### src/rtl/menu_pkg.sv
// Shared state codes, datapath page codes and small decode helpers for the
// configuration menu controller.
package menu_pkg;

  // FSM state encoding; db_estado exposes these codes directly.
  typedef enum logic [3:0] {
    ST_IDLE       = 4'd0,
    ST_LOAD       = 4'd1,
    ST_SEL_MODO   = 4'd2,
    ST_SEL_BPM    = 4'd3,
    ST_SEL_TOM    = 4'd4,
    ST_SEL_MUSICA = 4'd5,
    ST_SEL_ERRO   = 4'd6,
    ST_DONE       = 4'd7
  } state_t;

  // Page select codes driven to the menu datapath.
  localparam logic [2:0] PAGE_MODO   = 3'b000;
  localparam logic [2:0] PAGE_BPM    = 3'b001;
  localparam logic [2:0] PAGE_TOM    = 3'b010;
  localparam logic [2:0] PAGE_MUSICA = 3'b011;
  localparam logic [2:0] PAGE_ERRO   = 3'b100;

  // True for the five states in which a menu page is being edited.
  function automatic logic is_sel(input state_t s);
    return (s >= ST_SEL_MODO) && (s <= ST_SEL_ERRO);
  endfunction

  // Datapath page shown while in a given selection state.
  function automatic logic [2:0] page_of(input state_t s);
    logic [2:0] p;
    case (s)
      ST_SEL_MODO:   p = PAGE_MODO;
      ST_SEL_BPM:    p = PAGE_BPM;
      ST_SEL_TOM:    p = PAGE_TOM;
      ST_SEL_MUSICA: p = PAGE_MUSICA;
      ST_SEL_ERRO:   p = PAGE_ERRO;
      default:       p = PAGE_MODO;
    endcase
    return p;
  endfunction

endpackage

### src/rtl/edge_detector.sv
// Rising-edge detector for a level button: one-cycle registered history.
// The history register simply follows the input every cycle, so during reset
// it already holds the current level and a button held across reset gives
// no spurious edge afterwards.
module edge_detector (
  input  logic clock,
  input  logic sinal,
  output logic pulso
);

  logic prev_q;

  // Track the previous button level.
  always_ff @(posedge clock) begin
    prev_q <= sinal;
  end

  assign pulso = sinal & ~prev_q;

endmodule

### src/rtl/menu_controller.sv
// Menu controller: walks the user through mode, tempo, key, song and error
// tolerance pages, captures each confirmed choice, and aborts to IDLE after
// a period of inactivity.
module menu_controller
  import menu_pkg::*;
#(
  parameter int MODO    = 4,
  parameter int BPM     = 2,
  parameter int TOM     = 4,
  parameter int MUSICA  = 16,
  parameter int ERRO    = 3,
  parameter int TIMEOUT = 50_000_000
) (
  input  logic                      clock,
  input  logic                      reset,
  input  logic                      iniciar,
  input  logic                      confirma,
  input  logic                      voltar,
  input  logic                      atividade,
  input  logic [MODO-1:0]           modos,
  input  logic [BPM-1:0]            bpms,
  input  logic [$clog2(TOM)-1:0]    toms,
  input  logic [$clog2(MUSICA)-1:0] musicas,
  input  logic [ERRO-1:0]           erros,
  output logic [2:0]                menu_sel,
  output logic                      load_initial,
  output logic                      menu_ativo,
  output logic                      config_valida,
  output logic                      timeout_pulse,
  output logic [MODO-1:0]           modo_cfg,
  output logic [BPM-1:0]            bpm_cfg,
  output logic [$clog2(TOM)-1:0]    tom_cfg,
  output logic [$clog2(MUSICA)-1:0] musica_cfg,
  output logic [ERRO-1:0]           erro_cfg,
  output logic [3:0]                db_estado
);

  localparam int TW = $clog2(TOM);
  localparam int SW = $clog2(MUSICA);
  localparam int CW = $clog2(TIMEOUT);
  localparam logic [CW-1:0] CNT_MAX = CW'(TIMEOUT - 1);

  logic conf_e, volt_e;

  edge_detector u_conf_edge (.clock(clock), .sinal(confirma), .pulso(conf_e));
  edge_detector u_volt_edge (.clock(clock), .sinal(voltar),   .pulso(volt_e));

  state_t          state_q, state_d;
  logic [2:0]      menu_sel_q, menu_sel_d;
  logic            load_q, load_d, ativo_q, ativo_d;
  logic            valida_q, valida_d, tout_q, tout_d;
  logic [CW-1:0]   cnt_q, cnt_d;
  logic [MODO-1:0] modo_q, modo_d;
  logic [BPM-1:0]  bpm_q, bpm_d;
  logic [TW-1:0]   tom_q, tom_d;
  logic [SW-1:0]   mus_q, mus_d;
  logic [ERRO-1:0] erro_q, erro_d;
  logic            act_s, expire_s;

  // Next-state, capture and inactivity-counter logic.
  always_comb begin
    state_d    = state_q;
    menu_sel_d = menu_sel_q;
    modo_d     = modo_q;
    bpm_d      = bpm_q;
    tom_d      = tom_q;
    mus_d      = mus_q;
    erro_d     = erro_q;
    tout_d     = 1'b0;
    // Any user interaction counts as activity; confirma wins over voltar below.
    act_s      = conf_e | volt_e | atividade;
    expire_s   = is_sel(state_q) && !act_s && (cnt_q == CNT_MAX);

    // Outside the selection pages the counter rests at zero, so entry is clean.
    if (!is_sel(state_q) || act_s || expire_s) begin
      cnt_d = '0;
    end else begin
      cnt_d = cnt_q + CW'(1);
    end

    if (expire_s) begin
      state_d = ST_IDLE;
      tout_d  = 1'b1;
    end else begin
      case (state_q)
        ST_IDLE: begin
          if (iniciar) state_d = ST_LOAD;
          else         state_d = ST_IDLE;
        end
        ST_LOAD: state_d = ST_SEL_MODO;
        ST_SEL_MODO: begin
          if (conf_e) begin
            modo_d  = modos;
            state_d = ST_SEL_BPM;
          end else if (volt_e) begin
            state_d = ST_IDLE;
          end else begin
            state_d = state_q;
          end
        end
        ST_SEL_BPM: begin
          if (conf_e) begin
            bpm_d   = bpms;
            state_d = ST_SEL_TOM;
          end else if (volt_e) begin
            state_d = ST_SEL_MODO;
          end else begin
            state_d = state_q;
          end
        end
        ST_SEL_TOM: begin
          if (conf_e) begin
            tom_d   = toms;
            state_d = ST_SEL_MUSICA;
          end else if (volt_e) begin
            state_d = ST_SEL_BPM;
          end else begin
            state_d = state_q;
          end
        end
        ST_SEL_MUSICA: begin
          if (conf_e) begin
            mus_d = musicas;
            // Free mode has no error-tolerance page.
            if (modo_q[0]) begin
              erro_d  = '0;
              state_d = ST_DONE;
            end else begin
              state_d = ST_SEL_ERRO;
            end
          end else if (volt_e) begin
            state_d = ST_SEL_TOM;
          end else begin
            state_d = state_q;
          end
        end
        ST_SEL_ERRO: begin
          if (conf_e) begin
            erro_d  = erros;
            state_d = ST_DONE;
          end else if (volt_e) begin
            state_d = ST_SEL_MUSICA;
          end else begin
            state_d = state_q;
          end
        end
        ST_DONE: begin
          if (iniciar)     state_d = ST_LOAD;
          else if (volt_e) state_d = modo_q[0] ? ST_SEL_MUSICA : ST_SEL_ERRO;
          else             state_d = ST_DONE;
        end
        default: state_d = ST_IDLE;
      endcase
    end

    // Page select follows the state into SEL_* and holds elsewhere.
    if (is_sel(state_d)) menu_sel_d = page_of(state_d);
    else                 menu_sel_d = menu_sel_q;

    load_d   = (state_d == ST_LOAD);
    valida_d = (state_d == ST_DONE);
    ativo_d  = is_sel(state_d);
  end

  // State, registered outputs and captured configuration.
  always_ff @(posedge clock) begin
    if (reset) begin
      state_q    <= ST_IDLE;
      menu_sel_q <= PAGE_MODO;
      load_q     <= 1'b0;
      ativo_q    <= 1'b0;
      valida_q   <= 1'b0;
      tout_q     <= 1'b0;
      cnt_q      <= '0;
      modo_q     <= '0;
      bpm_q      <= '0;
      tom_q      <= '0;
      mus_q      <= '0;
      erro_q     <= '0;
    end else begin
      state_q    <= state_d;
      menu_sel_q <= menu_sel_d;
      load_q     <= load_d;
      ativo_q    <= ativo_d;
      valida_q   <= valida_d;
      tout_q     <= tout_d;
      cnt_q      <= cnt_d;
      modo_q     <= modo_d;
      bpm_q      <= bpm_d;
      tom_q      <= tom_d;
      mus_q      <= mus_d;
      erro_q     <= erro_d;
    end
  end

  assign menu_sel      = menu_sel_q;
  assign load_initial  = load_q;
  assign menu_ativo    = ativo_q;
  assign config_valida = valida_q;
  assign timeout_pulse = tout_q;
  assign modo_cfg      = modo_q;
  assign bpm_cfg       = bpm_q;
  assign tom_cfg       = tom_q;
  assign musica_cfg    = mus_q;
  assign erro_cfg      = erro_q;
  assign db_estado     = state_q;

endmodule
### config.mk
export PLATFORM = sky130hd
export DESIGN_NAME = menu_controller
export DESIGN_NICKNAME = d
export VERILOG_FILES = /design/src/rtl/menu_pkg.sv /design/src/rtl/edge_detector.sv /design/src/rtl/menu_controller.sv
export SDC_FILE = /design/constraint.sdc
export NUM_CORES = 1
export LEC_CHECK = 0
export ABC_AREA = 1
export CAP_MARGIN = 25
export CORE_MARGIN = 1.5
export CORE_UTILIZATION = 31
export DETAILED_ROUTE_END_ITERATION = 10
export PLACE_DENSITY = 0.57
export SLEW_MARGIN = 15
export SYNTH_ARGS = -nofsm -noshare
export SYNTH_HDL_FRONTEND = slang
export SYNTH_SLANG_ARGS = --single-unit
export TNS_END_PERCENT = 50
### constraint.sdc
create_clock -name clock -period 2.3 [get_ports clock]
set_input_delay 0.46 -clock clock [delete_from_list [all_inputs] [get_ports clock]]
set_output_delay 0.46 -clock clock [all_outputs]
set_load 0.01 [all_outputs]
==> results of run 1 <==
registers in the layout (all words and copies together), names as in the netlist:
name / count
timeout_pulse: 1
load_initial: 1
u_conf_edge.prev_q: 1
cnt_q: 26
tom_cfg: 2
bpm_cfg: 2
menu_sel: 3
db_estado: 4
musica_cfg: 4
u_volt_edge.prev_q: 1
modo_cfg: 4
menu_ativo: 1
erro_cfg: 3
config_valida: 1
worst max-delay path, delay by kind of cell (launching register included):
kind	cells	cell delay (ps)
simple gates	6	900
buf+inv	1	290
fa+ha+maj	1	240
flops	1	400
per-layer routing:
metal / track usage (%) / wire [um]
met2: 25.4 / 2780
met4: 4.10 / 57
met1: 16.9 / 2790
met3: 3.03 / 318
met5: 0 / 0
logic make-up after synthesis:
family,count (synthesis),synth area share (%)
and+or+nand+nor,206,38.0
DFF,54,41.2
buffers and inverters,53,7.67
AOI/OAI and AO/OA,42,8.15
xor gates and xnor gates,13,4.34
adders and majority gates,1,0.477
other,1,0.143
placed cells by master (no fill, tap or decap), types with 2 or more instances in the layout:
cell / n
a21oi_1: 26
buf_4: 5
clkbuf_8: 5
clkdlybuf4s50_1: 46
clkinvlp_4: 2
dfxtp_1: 54
inv_1: 47
nand2_1: 82
nand3_1: 33
nand3_2: 4
nand3b_1: 2
nand4_1: 7
nor2_1: 50
nor2_2: 3
nor2_4: 4
nor3_1: 6
nor3_4: 2
nor4_1: 3
o21ai_0: 15
or2_2: 4
xnor2_1: 3
xor2_1: 10
per-stage QoR:
| stage | cell area (um^2) | power, mW | util [%] |
|---|---|---|---|
| after floorplan | 2630 | 1.00 | - |
| after CTS | 3340 | 1.71 | 40.7 |
| after global placement | 3230 | 1.05 | 39.3 |
| final | 3340 | 1.68 | 40.7 |
| after global routing | 3340 | 1.76 | 40.7 |
| after detailed placement | 3230 | 1.05 | 39.3 |
cell type report:
| class | instances | area share [%] |
|---|---|---|
| flip-flops and latches | 54 | 32.3 |
| inverters | 47 | 5.28 |
| well taps | 105 | 3.93 |
| clock buffers | 5 | 2.06 |
| repair buffers | 51 | 14.9 |
| clock inverters | 3 | 1.35 |
| multi-input cells | 263 | 40.2 |
power by group through the flow:
| stage | clock network [mW] | logic [mW] | registers [mW] |
|---|---|---|---|
| 2_1_floorplan | 0 | 0.0319 | 0.968 |
| 3_3_place_gp | 0 | 0.0872 | 0.967 |
| 3_5_place_dp | 0 | 0.0875 | 0.967 |
| 4_1_cts | 0.677 | 0.0882 | 0.945 |
| 5_1_grt | 0.713 | 0.0969 | 0.946 |
| 6_report | 0.646 | 0.0883 | 0.945 |
how the worst max path moves through the flow:
stage                                    end  slack, ps  depth (start not counted)
finish                  cnt_q[22]$_SDFF_PP0_        350                          8
global route        menu_sel[0]$_SDFFE_PP0P_         70                         12
CTS                     cnt_q[22]$_SDFF_PP0_        290                          8
detailed placement  menu_sel[2]$_SDFFE_PP0P_         40                         12
global placement    menu_sel[2]$_SDFFE_PP0P_        150                         12
floorplan               cnt_q[22]$_SDFF_PP0_        610                          8
==> impl_metrics.yaml, run 1 <==
run_status:
  status: "finished clean"
floorplan:
  die_height_um: 95.0
  core-area_um2: 8220
  row_count: 33
  die_x_um: 95.0
  io_pins: 47
  die_area_um2: 9030
  initial_core_util_pct: 31.9
critical_path:
  path_class: "register to register"
  critPathMaxStageDelay_ps: 400
  cpMaxStageDelayCell: "dfxtp_1"
  arrival_ps: 2150
  end_kind: "register"
  crit_required_ps: 2500
  crit_start: "cnt_q[0]$_SDFF_PP0_"
  cp-start-kind: "register"
  worstPathCellList: "ha_1 -> nand3_2 -> nor2_1 -> nor4b_2 -> nand4_1 -> nand3_2 -> buf_4 -> nor2_1"
  reg2reg_from: "cnt_q[0]$_SDFF_PP0_"
  rr_worst_depth: 8
  reg2reg_to: "cnt_q[22]$_SDFF_PP0_"
  r2r_setup_slack_ps: 350
  cp_max_fo: 26
synth:
  ys_seq_elements: 54
  synth_edf_count: 0
  syn_area_um2: 2630
  synthTopCellsByCount: "nand2_1, dfxtp_1, nor2_1"
  synthTopCellsByArea: "dfxtp_1, nand2_1, nor2_1, inv_1, nand3_1"
  syn_nets: 392
  synth_seq_area_share_pct: 41.2
  yosysWarnings: 0
  ys.flop_type: "dfxtp_1"
  yosysTopAreaCell: "dfxtp_1"
  synth.most_common_cell: "nand2_1"
  yosysUniqueCellTypes: 29
  synth_top_cell_area_share_pct: 41.2
  async_reset_ff_share_pct: 0
  syn_area_per_cell_um2: 7.09
  synthCells: 370
clock_tree:
  cts_root_buf: "clkbuf_8"
  clock_sinks: 54
  postCtsSetupBuffers: 0
  cts.htree.levels: 2
  hold_buffers: 0
  cts_buffer_depth: 2
  postCtsResizedCells: 0
  worstSkewPairLatency_ps: 310
  cts.clk_slew.worst_paths_ps: 100
  tritoncts: "built"
  cts_buffers: 5
routing:
  drtAntennaViolNets: 0
  routed_wire_length_per_instance_um: 11.3
  drt-initial-drc-count: 70
  firstDrtPassIters: 5
  num_vias: 2451
  drc: 0
  vias_per_cell: 4.64
  wl_um: 5950
pwr:
  clkPwrFrac_pct: 38.5
  power_switching_share_pct: 21.9
  sequentialPowerShare_pct: 56.3
  p_switching_mw: 0.367
  combPwrFrac_pct: 5.3
  p_int_mw: 1.31
  p_per_area_nw_per_um2: 502
  ir_drop_v: 0.000255
  p_leak_nw: 1.24
placement:
  place_congestion: 0.922
  numPortBuffers: 46
  place_inst: 520
  hpwl_um: 4580
  dp_slack_ps: 41.6
grt:
  overflow: 0
  first_global_vias: 2305
  track_usage_pct: 14.2
  antenna_found_initial: 0
  grt_max_degree: 27
  grt_first_pass_wirelength_um: 10100
finish:
  drive_gt1_share_pct: 8.51
  area_growth_pct: 27.4
  fillCellCount: 853
  num-nets-final: 444
  multi_input_area_um2: 1340
  seq_area_um2: 1080
  fin_cells: 528
  diodes: 0
sta:
  fin_crit_sh_pct: 84.9
  hold_viol: 0
  hold_ws_ps: 454
  setup_tns_ps: 0
  setup_ws_ps: 347
  rsz0062_at_grt: "false"
  fmax_mhz: 512
  setup_viol: 0
  final_max_slew_viol_count: 0
  period_needed_ps: 1950
  fin_worst_skew_ps: 7.64
hold_path:
  hold_path.class: "register to register"
  hp-start: "tom_cfg[0]$_SDFFE_PP0P_"
  min_path_cells: 2
  holdPathEnd: "tom_cfg[0]$_SDFFE_PP0P_"
flow_run:
  maxCapViolCount: 0
(Power assumes the default switching activity.)
==> run 2: changes to the inputs <==
- PLACE_DENSITY: 0.57 -> 0.59
- clock period: 2.3 -> 1.7 ns (I/O delays scaled with it)
==> run 2 against run 1 <==
Cell area is 20% higher. Clock power rose by 19%. Combinational power up 71%. Sequential share of layout area is 5.0 points lower. First-iteration DRC count fell by 2.9%. Register-to-register slack lost 340 ps. Worst hold slack lost 5.8 ps. Setup slack worse by 340 ps. Largest cell class unchanged.
==> impl_metrics.yaml, run 2 (synthesized netlist as in run 1, its figures left out) <==
clock_tree:
  worstSkewPairLatency_ps: 320
  cts_buffers: 5
  tritoncts: "built"
  cts_root_buf: "clkbuf_8"
  cts.htree.levels: 2
  cts.clk_slew.worst_paths_ps: 110
  cts_buffer_depth: 2
  clock_sinks: 54
critical_path:
  cp_max_fo: 6
  cp.depth: 9
  cp-start-kind: "register"
  cpMaxStageDelayCell: "dfxtp_2"
  arrival_ps: 1910
  critPathTopFamily: "simple AND/OR/NAND/NOR gates"
  rr_worst_depth: 9
  path_common_cell: "nand3_4"
  path_class: "register to register"
  critPathMaxStageDelay_ps: 360
  crit_required_ps: 1920
  worstPathCellList: "ha_4 -> nand3_4 -> nor2_4 -> nor4b_4 -> nand4_1 -> nand3_4 -> buf_6 -> clkbuf_16 -> nor2_1"
  end_kind: "register"
  crit_buf_inv: 2
placement:
  place_congestion: 0.882
  place_inst: 553
  numPortBuffers: 46
  hpwl_um: 4930
sta:
  final_max_slew_viol_count: 0
  hold_viol: 0
  setup_tns_ps: 0
  setup_viol: 0
  fin_crit_sh_pct: 99.7
  period_needed_ps: 1690
  fin_worst_skew_ps: 7.80
  rsz0062_at_grt: "true"
  hold_ws_ps: 449
  fmax_mhz: 590
grt:
  first_global_vias: 2642
  grt_max_degree: 19
  track_usage_pct: 16.3
  overflow: 0
  antenna_found_initial: 0
  grt_first_pass_wirelength_um: 11500
finish:
  fin_cells: 573
  top_register: "cnt_q"
  drive_gt1_share_pct: 29.7
  layout_common_cells: "nand2_1, dfxtp_1, clkdlybuf4s50_1, inv_1, buf_4"
  mostFrequentLayoutCell: "nand2_1"
  area_growth_pct: 52.9
  diodes: 0
  num-nets-final: 489
  largest_reg_flops: 26
floorplan:
  row_count: 33
  initial_core_util_pct: 31.9
  die_x_um: 95.0
  io_pins: 47
  core-area_um2: 8220
  die_height_um: 95.0
  die_area_um2: 9030
routing:
  drc: 0
  routed_wire_length_per_instance_um: 12.3
  drt-initial-drc-count: 68
  drtAntennaViolNets: 0
  wl_um: 7070
  vias_per_cell: 4.62
  firstDrtPassIters: 4
  num_vias: 2646
pwr:
  p_switching_mw: 0.549
  p_leak_nw: 1.56
  p_per_area_nw_per_um2: 548
  sequentialPowerShare_pct: 58.1
  ir_drop_v: 0.000293
  power_switching_share_pct: 25.0
  combPwrFrac_pct: 6.8
  clkPwrFrac_pct: 35.1
  p_int_mw: 1.65
flow_run:
  maxCapViolCount: 0
hold_path:
  hold_path.class: "register to register"
  min_path_cells: 2
run_status:
  status: "finished clean"
## run 2: area by class of cell
type / count / area, um^2
clock inverters: 3 / 25.0
multi-input cells: 263 / 1580
fillers: 827 / 4200
well taps: 105 / 131
inverters: 47 / 179
flip-flops and latches: 54 / 1100
repair buffers: 96 / 930
clock buffers: 5 / 68.8
## run 2: worst paths after layout
path         slack (ps)                 endpoint               startpoint
min                 450  tom_cfg[0]$_SDFFE_PP0P_  tom_cfg[0]$_SDFFE_PP0P_
max                   6     cnt_q[10]$_SDFF_PP0_      cnt_q[0]$_SDFF_PP0_
max reg2reg           6     cnt_q[10]$_SDFF_PP0_      cnt_q[0]$_SDFF_PP0_
min reg2reg         450  tom_cfg[0]$_SDFFE_PP0P_  tom_cfg[0]$_SDFFE_PP0P_
## run 2: timing repair
item,CTS,global route
hold buffers,0,0
endpoints found under the setup margin,31,37
pin swaps,4,20
setup buffers,3,6
resized for setup,11,74
gates cloned,1,2
## run 2: metrics by stage
step,setup slack (ps),util [%],cell area [um^2],power (mW)
5_1_grt,-95.6,48.8,4010,2.30
3_3_place_gp,-279,42.5,3490,1.44
6_report,5.65,48.8,4010,2.20
2_1_floorplan,9.16,-,2630,1.35
4_1_cts,-25.8,44.8,3680,2.22
3_5_place_dp,-382,42.5,3490,1.44
## run 2: worst min-delay path: stages (launching register included)
cell and delay, ps:
dfxtp_1 320, inv_1 50, a21oi_1 50
## run 2: metal layers
metal / vias to the layer above / GRT usage (%) / wire length [um]
li1: 1372 / - / -
met1: 1210 / 18.8 / 3120
met2: 53 / 29.1 / 3530
met3: 11 / 3.51 / 292
met4: 0 / 6.34 / 129
met5: - / 0 / 0
## run 2: power by group through the flow
| stage | clock network (mW) | registers [mW] | logic [mW] |
|---|---|---|---|
| floorplan | 0 | 1.31 | 0.0432 |
| global placement | 0 | 1.31 | 0.131 |
| detailed placement | 0 | 1.31 | 0.131 |
| CTS | 0.812 | 1.28 | 0.133 |
| global route | 0.853 | 1.28 | 0.164 |
| finish | 0.771 | 1.28 | 0.151 |
==> run 3: changes to the inputs <==
- CORE_MARGIN: 1.5 -> 8
- CTS_BUF_LIST: not set -> sky130_fd_sc_hd__clkbuf_16
==> run 3 against run 2 <==
Cell area down 5.0%. Setup slack improved by 34 ps. Clock-buffer cell count unchanged. Worst hold slack worse by 240 ps. Non-clock buffer count fell by 10. Sequential power about the same. Wire length down 2.1%. Cell count decreased by 1.7%. Register-to-register slack gained 60 ps. Largest cell class unchanged. Largest power group unchanged.
==> impl_metrics.yaml, run 3 (synthesized netlist as in run 1, its figures left out) <==
sta:
  rsz0062_at_grt: "true"
  fmax_mhz: 602
  fin_worst_skew_ps: 7.46
  fin_crit_sh_pct: 97.6
  hold_viol: 0
  setup_viol: 0
  period_needed_ps: 1660
  final_max_slew_viol_count: 0
pwr:
  p_per_area_nw_per_um2: 673
  p_total_mw: 2.57
  ir_drop_v: 0.000341
  p_leak_nw: 1.50
critical_path:
  reg2reg_from: "db_estado[2]$_SDFF_PP0_"
  crit_start: "db_estado[0]$_SDFF_PP0_"
  path_class: "register to primary output"
  endpoint: "db_estado[0]"
  rr_worst_depth: 11
  critPathMaxStageDelay_ps: 540
  cp_max_fo: 5
  r2r_setup_slack_ps: 70
  end_kind: "primary output"
  reg2reg_to: "menu_sel[1]$_SDFFE_PP0P_"
  arrival_ps: 1320
  cp-start-kind: "register"
  cpMaxStageDelayCell: "clkdlybuf4s50_1"
  worstPathCellList: "buf_4 -> clkdlybuf4s50_1"
  crit_required_ps: 1360
floorplan:
  row_count: 33
  die_area_um2: 11700
  die_height_um: 108
  io_pins: 47
  core-area_um2: 8220
  die_x_um: 108
  initial_core_util_pct: 31.9
placement:
  place_congestion: 0.920
  hpwl_um: 5330
  numPortBuffers: 46
  dpl_cell_area_um2: 3500
routing:
  num_vias: 2616
  routed_wire_length_per_instance_um: 12.3
  drt-initial-drc-count: 113
  vias_per_cell: 4.65
  drc: 0
  wl_um: 6920
  firstDrtPassIters: 4
  drtAntennaViolNets: 0
clock_tree:
  worstSkewPairLatency_ps: 290
  cts.clk_slew.worst_paths_ps: 70
  cts.htree.levels: 2
  cts_buffer_depth: 2
  hold_buffers: 0
  clock_sinks: 54
  tritoncts: "built"
  cts_root_buf: "clkbuf_16"
  cts_buffers: 5
finish:
  layout_common_cells: "nand2_1, dfxtp_1, nor2_1, inv_1, clkdlybuf4s50_1"
  multi_input_area_um2: 1460
  drive_gt1_share_pct: 23.1
  seq_area_um2: 1090
  num-nets-final: 479
  area_growth_pct: 45.2
  top_register: "cnt_q"
  final_area_um2: 3810
  mostFrequentLayoutCell: "nand2_1"
  largest_reg_flops: 26
  fillCellCount: 819
  diodes: 0
grt:
  grt_first_pass_wirelength_um: 11600
  overflow: 0
  first_global_vias: 2575
  track_usage_pct: 12.0
  antenna_found_initial: 0
  grt_max_degree: 27
flow_run:
  maxCapViolCount: 0
hold_path:
  hold_path.class: "primary input to register"
run_status:
  status: "finished clean"
[run 3: changes by cell type in the layout (fill, tap and decap cells not counted), moves of 3 or more]
cell | previous run | this run
nand2_2 | 13 | 10
nor2_2 | 11 | 6
o21ai_0 | 10 | 13
clkbuf_16 | 2 | 5
buf_4 | 42 | 38
nor2_4 | 11 | 7
nand3_2 | 8 | 5
clkbuf_8 | 5 | 0
a21oi_1 | 20 | 25
o21ai_1 | 5 | 2
a21oi_2 | 7 | 2
nand3_1 | 26 | 30
nor2_1 | 35 | 44
[run 3: area by class of cell]
cell class | count | share of cell area [%]
clock inverters | 3 | 1.08
clock buffers | 5 | 3.28
repair buffers | 86 | 20.6
flip-flops and latches | 54 | 28.6
inverters | 47 | 4.63
well taps | 105 | 3.45
multi-input cells | 263 | 38.4
[run 3: metrics by stage]
| stage | std cells | setup WS (ps) | TNS, ps | utilization, % | hold WS [ps] |
|---|---|---|---|---|---|
| detailed placement | 554 | -366 | -6210 | 42.6 | 443 |
| CTS | 562 | 8.55 | 0 | 44.9 | 451 |
| finish | 563 | 40.1 | 0 | 46.4 | 204 |
| floorplan | 370 | 9.16 | 0 | - | 368 |
| global route | 563 | -65.1 | -239 | 46.4 | 203 |
| global placement | 554 | -232 | -3770 | 42.6 | 434 |
[run 3: what timing repair did]
item	CTS	global route
endpoints found under the setup margin	32	36
gates cloned	0	0
pin swaps	1	14
buffers inserted	0	1
gates resized for setup	7	43
[run 3: worst max-delay path, delay by kind of cell, from the launching register on]
kind     cells  cell delay (ps)
buf+inv      2              670
flops        1              370
[run 3: power by group]
group          total [mW]  internal [mW]  switching [mW]  leakage [nW]
combinational       0.143         0.0773          0.0656         0.975
clock                1.14          0.690           0.455        0.0812
sequential           1.28           1.27         0.00681         0.440
total                2.57           2.04           0.527          1.50
[run 3: worst min-delay path by stage]
stage                     depth (start not counted)                    start                         end  slack (ps)
final                                             1                 confirma  u_conf_edge.prev_q$_DFF_P_         200
after global routing                              1                 confirma  u_conf_edge.prev_q$_DFF_P_         200
after CTS                                         2  tom_cfg[0]$_SDFFE_PP0P_     tom_cfg[0]$_SDFFE_PP0P_         450
after detailed placement                          2  tom_cfg[0]$_SDFFE_PP0P_     tom_cfg[0]$_SDFFE_PP0P_         440
after global placement                            2  tom_cfg[0]$_SDFFE_PP0P_     tom_cfg[0]$_SDFFE_PP0P_         430
after floorplan                                   0                 confirma  u_conf_edge.prev_q$_DFF_P_         370
[run 3: per-layer routing]
metal | global-route usage, % | share of wire [%]
met1 | 14.6 | 46
met2 | 20.9 | 48
met3 | 2.62 | 5.3
met4 | 2.68 | 0.74
met5 | 0 | 0
